`src/rtl/ppu_pkg.sv`:
```
// ppu_pkg: shared ppu mode/scheduler types and timing constants.
package ppu_pkg;
  localparam int PPU_LINE = 799;
  localparam int PPU_SCREEN = 524;
  localparam logic [7:0] CFG_CLEAR = 8'hE0;
  typedef enum logic [2:0] {
    MODE_PASS, MODE_1, MODE_2, MODE_3, MODE_4, MODE_5, MODE_6, MODE_7
  } ppu_mode_e;
  typedef enum logic [1:0] {IDLE, ARMED, RUN, HOLD} sched_state_e;
endpackage

```
`src/rtl/ppu_frame_timer.sv`:
```
// ppu_frame_timer: sx/sy raster counters and a strobe one cycle before the last pixel of a frame.
module ppu_frame_timer
  import ppu_pkg::*;
#(
  parameter int LINE = PPU_LINE,
  parameter int SCREEN = PPU_SCREEN
) (
  input  logic clk,
  input  logic rst,
  output logic pre_edge
);
  localparam int XW = $clog2(LINE + 1);
  localparam int YW = $clog2(SCREEN + 1);
  logic [XW-1:0] sx;
  logic [YW-1:0] sy;
  always_ff @(posedge clk or negedge rst) begin
    if (!rst) begin
      sx <= '0;
      sy <= '0;
    end else if (sx == XW'(LINE)) begin
      sx <= '0;
      sy <= (sy == YW'(SCREEN)) ? '0 : sy + 1'b1;
    end else begin
      sx <= sx + 1'b1;
    end
  end
  assign pre_edge = (sx == XW'(LINE - 1)) && (sy == YW'(SCREEN));
endmodule

```
`src/rtl/ppu_mode_sched.sv`:
```
// ppu_mode_sched: frame-synchronous playlist scheduler driving ppu mode/sync.
// Define PPU_SCHED_LOOP_EN to loop the playlist; otherwise the last slot is held.
module ppu_mode_sched
  import ppu_pkg::*;
#(
  parameter int SLOTS = 8,
  parameter int SLOT_BITS = 3,
  parameter logic [2:0] DEFAULT_MODE = 3'd0,
  parameter int LINE = PPU_LINE,
  parameter int SCREEN = PPU_SCREEN
) (
  input  logic                 clk,
  input  logic                 rst,
  input  logic                 enable,
  input  logic [7:0]           cfg_data,
  input  logic                 cfg_stb,
  output logic                 cfg_ack,
  output logic [2:0]           mode,
  output logic                 sync,
  output logic [SLOT_BITS-1:0] slot_idx,
  output logic                 running,
  output logic                 overflow
);
`ifdef PPU_SCHED_LOOP_EN
  localparam bit LOOP = 1'b1;
`else
  localparam bit LOOP = 1'b0;
`endif
  localparam ppu_mode_e DEF = ppu_mode_e'(DEFAULT_MODE);

  logic [7:0]           slot_tab [SLOTS];
  logic [SLOT_BITS:0]   len, nxt;
  logic [SLOT_BITS-1:0] load_idx, idx_nxt;
  logic [4:0]           dwell, dwell_nxt;
  logic                 pre_edge, clear_hit, wr, room, stop, wrap, sync_nxt, clr_pend;
  sched_state_e         state, state_nxt;
  ppu_mode_e            mode_q, mode_nxt;

  ppu_frame_timer #(.LINE(LINE), .SCREEN(SCREEN)) u_timer (
    .clk(clk), .rst(rst), .pre_edge(pre_edge)
  );

  assign clear_hit = cfg_stb && (cfg_data == CFG_CLEAR);
  assign wr        = cfg_stb && (cfg_data[4:0] != 5'd0);
  assign room      = len < (SLOT_BITS + 1)'(SLOTS);
  assign stop      = !enable || clr_pend;
  assign nxt       = {1'b0, slot_idx} + 1'b1;
  assign wrap      = nxt >= len;
  assign load_idx  = wrap ? '0 : nxt[SLOT_BITS-1:0];
  assign mode      = mode_q;
  assign running   = (state == RUN) || (state == HOLD);

  // Table write lands after any same-cycle pre_edge read, so the switch sees the old entry
  always_ff @(posedge clk) begin
    if (wr && room) slot_tab[len[SLOT_BITS-1:0]] <= cfg_data;
  end

  always_ff @(posedge clk or negedge rst) begin
    if (!rst) begin
      cfg_ack  <= 1'b0;
      len      <= '0;
      overflow <= 1'b0;
    end else begin
      cfg_ack <= cfg_stb;
      if (clear_hit) begin
        len      <= '0;
        overflow <= 1'b0;
      end else if (wr) begin
        if (room) len <= len + 1'b1;
        else overflow <= 1'b1;
      end
    end
  end

  always_comb begin
    state_nxt = state;
    mode_nxt  = mode_q;
    idx_nxt   = slot_idx;
    dwell_nxt = dwell;
    sync_nxt  = 1'b0;
    case (state)
      IDLE: begin
        mode_nxt = DEF;
        if (enable && len != '0) state_nxt = ARMED;
      end
      ARMED: begin
        if (stop) state_nxt = IDLE;
        else if (pre_edge) begin
          idx_nxt   = '0;
          mode_nxt  = ppu_mode_e'(slot_tab[0][7:5]);
          dwell_nxt = slot_tab[0][4:0];
          sync_nxt  = 1'b1;
          state_nxt = RUN;
        end
      end
      RUN, HOLD: begin
        if (pre_edge) begin
          if (stop) begin
            mode_nxt  = DEF;
            sync_nxt  = 1'b1;
            state_nxt = IDLE;
          end else if (state == RUN) begin
            if (dwell > 5'd1) dwell_nxt = dwell - 5'd1;
            else if (wrap && !LOOP) state_nxt = HOLD;
            else begin
              idx_nxt   = load_idx;
              mode_nxt  = ppu_mode_e'(slot_tab[load_idx][7:5]);
              dwell_nxt = slot_tab[load_idx][4:0];
              sync_nxt  = 1'b1;
            end
          end
        end
      end
    endcase
  end

  // A CLEAR outside IDLE is remembered until the stop actually happens
  always_ff @(posedge clk or negedge rst) begin
    if (!rst) begin
      state    <= IDLE;
      mode_q   <= DEF;
      slot_idx <= '0;
      dwell    <= '0;
      sync     <= 1'b0;
      clr_pend <= 1'b0;
    end else begin
      state    <= state_nxt;
      mode_q   <= mode_nxt;
      slot_idx <= idx_nxt;
      dwell    <= dwell_nxt;
      sync     <= sync_nxt;
      clr_pend <= (state_nxt != IDLE) && (clr_pend || clear_hit);
    end
  end
endmodule

```
`config.mk`:
```
export PLATFORM = sky130hd
export DESIGN_NAME = ppu_mode_sched
export DESIGN_NICKNAME = d
export VERILOG_FILES = /design/src/rtl/ppu_pkg.sv /design/src/rtl/ppu_frame_timer.sv /design/src/rtl/ppu_mode_sched.sv
export SDC_FILE = /design/constraint.sdc
export NUM_CORES = 1
export LEC_CHECK = 0
export BUFFER_PORTS_ARGS = -buffer_cell sky130_fd_sc_hd__buf_2
export CAP_MARGIN = 20
export CORE_MARGIN = 2
export CORE_UTILIZATION = 61
export DETAILED_ROUTE_END_ITERATION = 10
export PLACE_DENSITY = 0.78
export SLEW_MARGIN = 30
export SYNTH_ARGS = -nofsm -noshare
export SYNTH_HDL_FRONTEND = slang
export SYNTH_HIERARCHICAL = 1
export SYNTH_SLANG_ARGS = --single-unit
```
`constraint.sdc`:
```
create_clock -name clk -period 4.09 [get_ports clk]
set_clock_uncertainty 0.1 [all_clocks]
set_input_delay 0.2045 -clock clk [delete_from_list [all_inputs] [get_ports clk]]
set_output_delay 0.2045 -clock clk [all_outputs]
set_load 0.01 [all_outputs]
```
==> results.json <==
{
  "period_needed_ps": 3117,
  "clkSlewWorstSetupHoldPaths_ps": 110,
  "synth_mux_area_share_pct": 4.675,
  "path_buf_inv": 1,
  "setup_viol": 0,
  "rsz0062_at_grt": "no",
  "synth_ff_type": "edfxtp_1",
  "insertion_delay_ps": 370,
  "placed_cell_area_sq_um": 5181,
  "synth_top_family_by_area": "simple AND/OR/NAND/NOR gates",
  "ios": 22,
  "grt_pass1_vias": 3157,
  "synth_most_common_cell": "edfxtp_1",
  "ys_warn_count": 6,
  "maxSlewHeadroom_pct": 43.60,
  "yosys-top-cells-count": "64 x edfxtp_1, 41 x dfrtp_1, 36 x nor2_1",
  "io_buffers": 21,
  "tns_ps": 0,
  "grt_max_degree": 42,
  "grt_antenna_before_repair": 0,
  "critical_path.top_delay_family": "compound AO/OA/AOI/OAI gates",
  "ys_types": 61,
  "yosysTopAreaCell": "edfxtp_1",
  "grt_pass1_wl_mm": 16.38,
  "die_height_um": 94.34,
  "outcome": "completed",
  "hold_viol_final": 0,
  "detail-route-antenna-nets": 0,
  "synthXorXnorAreaFrac_pct": 2.966,
  "syn_area_sq_um": 4979,
  "drt-initial-drc-count": 174,
  "final_util_pct": 69.65,
  "n_antenna_cell": 0,
  "timing.final.crit_share_pct": 76.21,
  "worstHoldPathType": "input port to flip-flop",
  "synthTopCellsByArea": "edfxtp_1 39%, dfrtp_1 21%, ha_1 3.3%, nor2_1 2.7%, o21ai_0 2.7%",
  "synth_compound_area_share_pct": 12.19,
  "grt-ovfl-total": 0,
  "synthAdderAreaFrac_pct": 3.267,
  "clk_path_buf_depth": 2,
  "required_ps": 4240,
  "slew_violations": 0,
  "path_cells": "ha_1 -> xnor2_2 -> inv_2 -> ha_1 -> and2_4 -> a221o_1 -> nor4_4 -> a22oi_2 -> a221o_1",
  "vias": 3329,
  "crit_path_start_kind": "flip-flop",
  "syn_inst": 410,
  "path_class": "flip-flop to flip-flop",
  "viasPerCell": 6.142,
  "nets": 460,
  "synth_top_area_share_pct": 38.60,
  "p_leak_nw": 2.076,
  "pre_cts_slack_ps": 1012,
  "die-area_sq_um": 8900,
  "cp_slowest_cell": "nor4_4",
  "synthToLayoutAreaGrowth_pct": 9.224,
  "maxCapViolCount": 0,
  "rows": 32,
  "cp-end-kind": "flip-flop",
  "cts_resized": 0,
  "num-fill-cells": 555,
  "ys_ff_latch": 105,
  "remaining_drc_errors": 0,
  "layout-drive-gt1-share_pct": 15.45,
  "arrival_ps": 3270,
  "synth-simple-area-share_pct": 14.78,
  "synth_enable_flop_cells": 64,
  "hpwl_mm": 6.858,
  "clock-sinks": 105,
  "critPathMaxStageDelay_ps": 470,
  "cts_max_level": 3,
  "setup_ws_ps": 973.0,
  "ir_worst_vdd_mv": 0.2983,
  "routed_wl_mm": 10.09,
  "synthesis.nets": 435,
  "cts_buffers": 9,
  "synthArstFlopShare_pct": 39.05,
  "tightest_slew_ps": 842.8,
  "grt_usage_pct": 24.67,
  "stdcell_area_sq_um": 5438,
  "crit_fanout": 8,
  "clk_root_buffer_cell": "clkbuf_8",
  "yosysSeqAreaShare_pct": 59.21,
  "syn_avg_cell_area_sq_um": 12.14,
  "cts_tree": "done",
  "powerDensity_nw_per_um2": 395.5,
  "clock.fmax_ghz": 0.3208,
  "die_x_um": 94.34,
  "core_area_sq_um": 7807,
  "initial_core_util_pct": 63.77,
  "place.gp.congestion": 0.8719,
  "routedWlPerCell_um": 18.61,
  "dr.pass1.iters": 4
}
==> cell families after synthesis <==
group,count (synthesis)
DFF,105
AOI/OAI and AO/OA,88
muxes,17
xor gates and xnor gates,16
buffers and inverters,33
and+or+nand+nor,138
adders and majority gates,13
==> sequential cells by signal, summed over array words and instances (netlist names) <==
| name | flops |
|---|---|
| u_timer/sx | 10 |
| cfg_ack | 1 |
| clr_pend | 1 |
| u_timer/sy | 10 |
| dwell | 5 |
| slot_idx | 3 |
| sync | 1 |
| mode | 3 |
| state | 2 |
| slot_tab | 64 |
| len | 4 |
| overflow | 1 |
==> cells in the final DEF (no fill, tap or decap), drive strengths merged, types with 6 or more instances in the layout <==
cell type / n
nor3: 15
edfxtp: 64
a22oi: 6
a21oi: 13
o21ai: 29
mux2i: 12
ha: 13
xnor2: 12
inv: 22
nand3: 21
nor2: 36
dfrtp: 41
clkbuf: 9
nor4: 6
and3: 7
buf: 25
nand2: 29
==> report_power, final <==
part           leakage (nW)  internal [mW]  total, mW  switching [mW]
logic                 0.860         0.0741      0.232           0.158
clock network         0.114          0.306      0.691           0.385
registers              1.10           1.19       1.23          0.0402
total                  2.08           1.57       2.15           0.583
==> metrics by stage <==
step                      cells  power (mW)  hold slack, ps
after CTS                   542       2.160           9.735
after global placement      524       1.460           256.1
after global routing        542       2.239           30.61
after floorplan             410       1.384          -191.1
final                       542       2.150           27.68
after detailed placement    524       1.473           257.2
==> worst register-to-register path, delay by kind of cell, from the launching register on <==
| family | cells | cell delay [ps] |
|---|---|---|
| AO/OA/AOI/OAI | 3 | 930 |
| XOR/XNOR | 1 | 310 |
| adder cells (fa/ha/maj) | 2 | 520 |
| buffers and inverters | 1 | 70 |
| flip-flops | 1 | 440 |
| AND/OR/NAND/NOR | 2 | 640 |
==> path summary, 6_finish.rpt <==
kind | start | to | slack, ps | cells after the start
worst max-delay path | slot_idx[1] | mode[0] | 970 | 9
worst min-delay path | cfg_data[1] | slot_tab[0][1] | 30 | 1
worst max register to register | slot_idx[1] | mode[0] | 970 | 9
worst min register to register | u_timer/sy[8] | u_timer/sy[8] | 390 | 1
max in group asynchronous | rst | len[3] | 3280 | 2
min in group asynchronous | rst | u_timer/sy[7] | 240 | 2
==> per-layer routing <==
metal  GRT usage (%)  part of all wire (%)  routed length [um]  vias up
met5               0                     0                   0        -
met4           8.213                   2.1                 209        0
met1           35.72                    46                4599     1597
li1                -                     -                   -     1592
met3           5.906                   7.2                 727       19
met2           37.20                    45                4551      121
==> cell type report <==
type	instances	area [sq um]	share of cell area (%)
Multi-Input combinational cell	272	1898	34.91
Clock buffer	9	123.9	2.278
Inverter	20	75.07	1.381
Sequential cell	105	2948	54.21
Timing Repair Buffer	27	157.7	2.899
Clock inverter	7	107.6	1.979
Tap cell	102	127.6	2.347
==> timing repair <==
action                    4_1_cts  5_1_grt
setup buffers                   0        0
hold buffers                    2        0
hold endpoints to repair       42        0
Note: power is estimated with default switching activity, not from simulation.
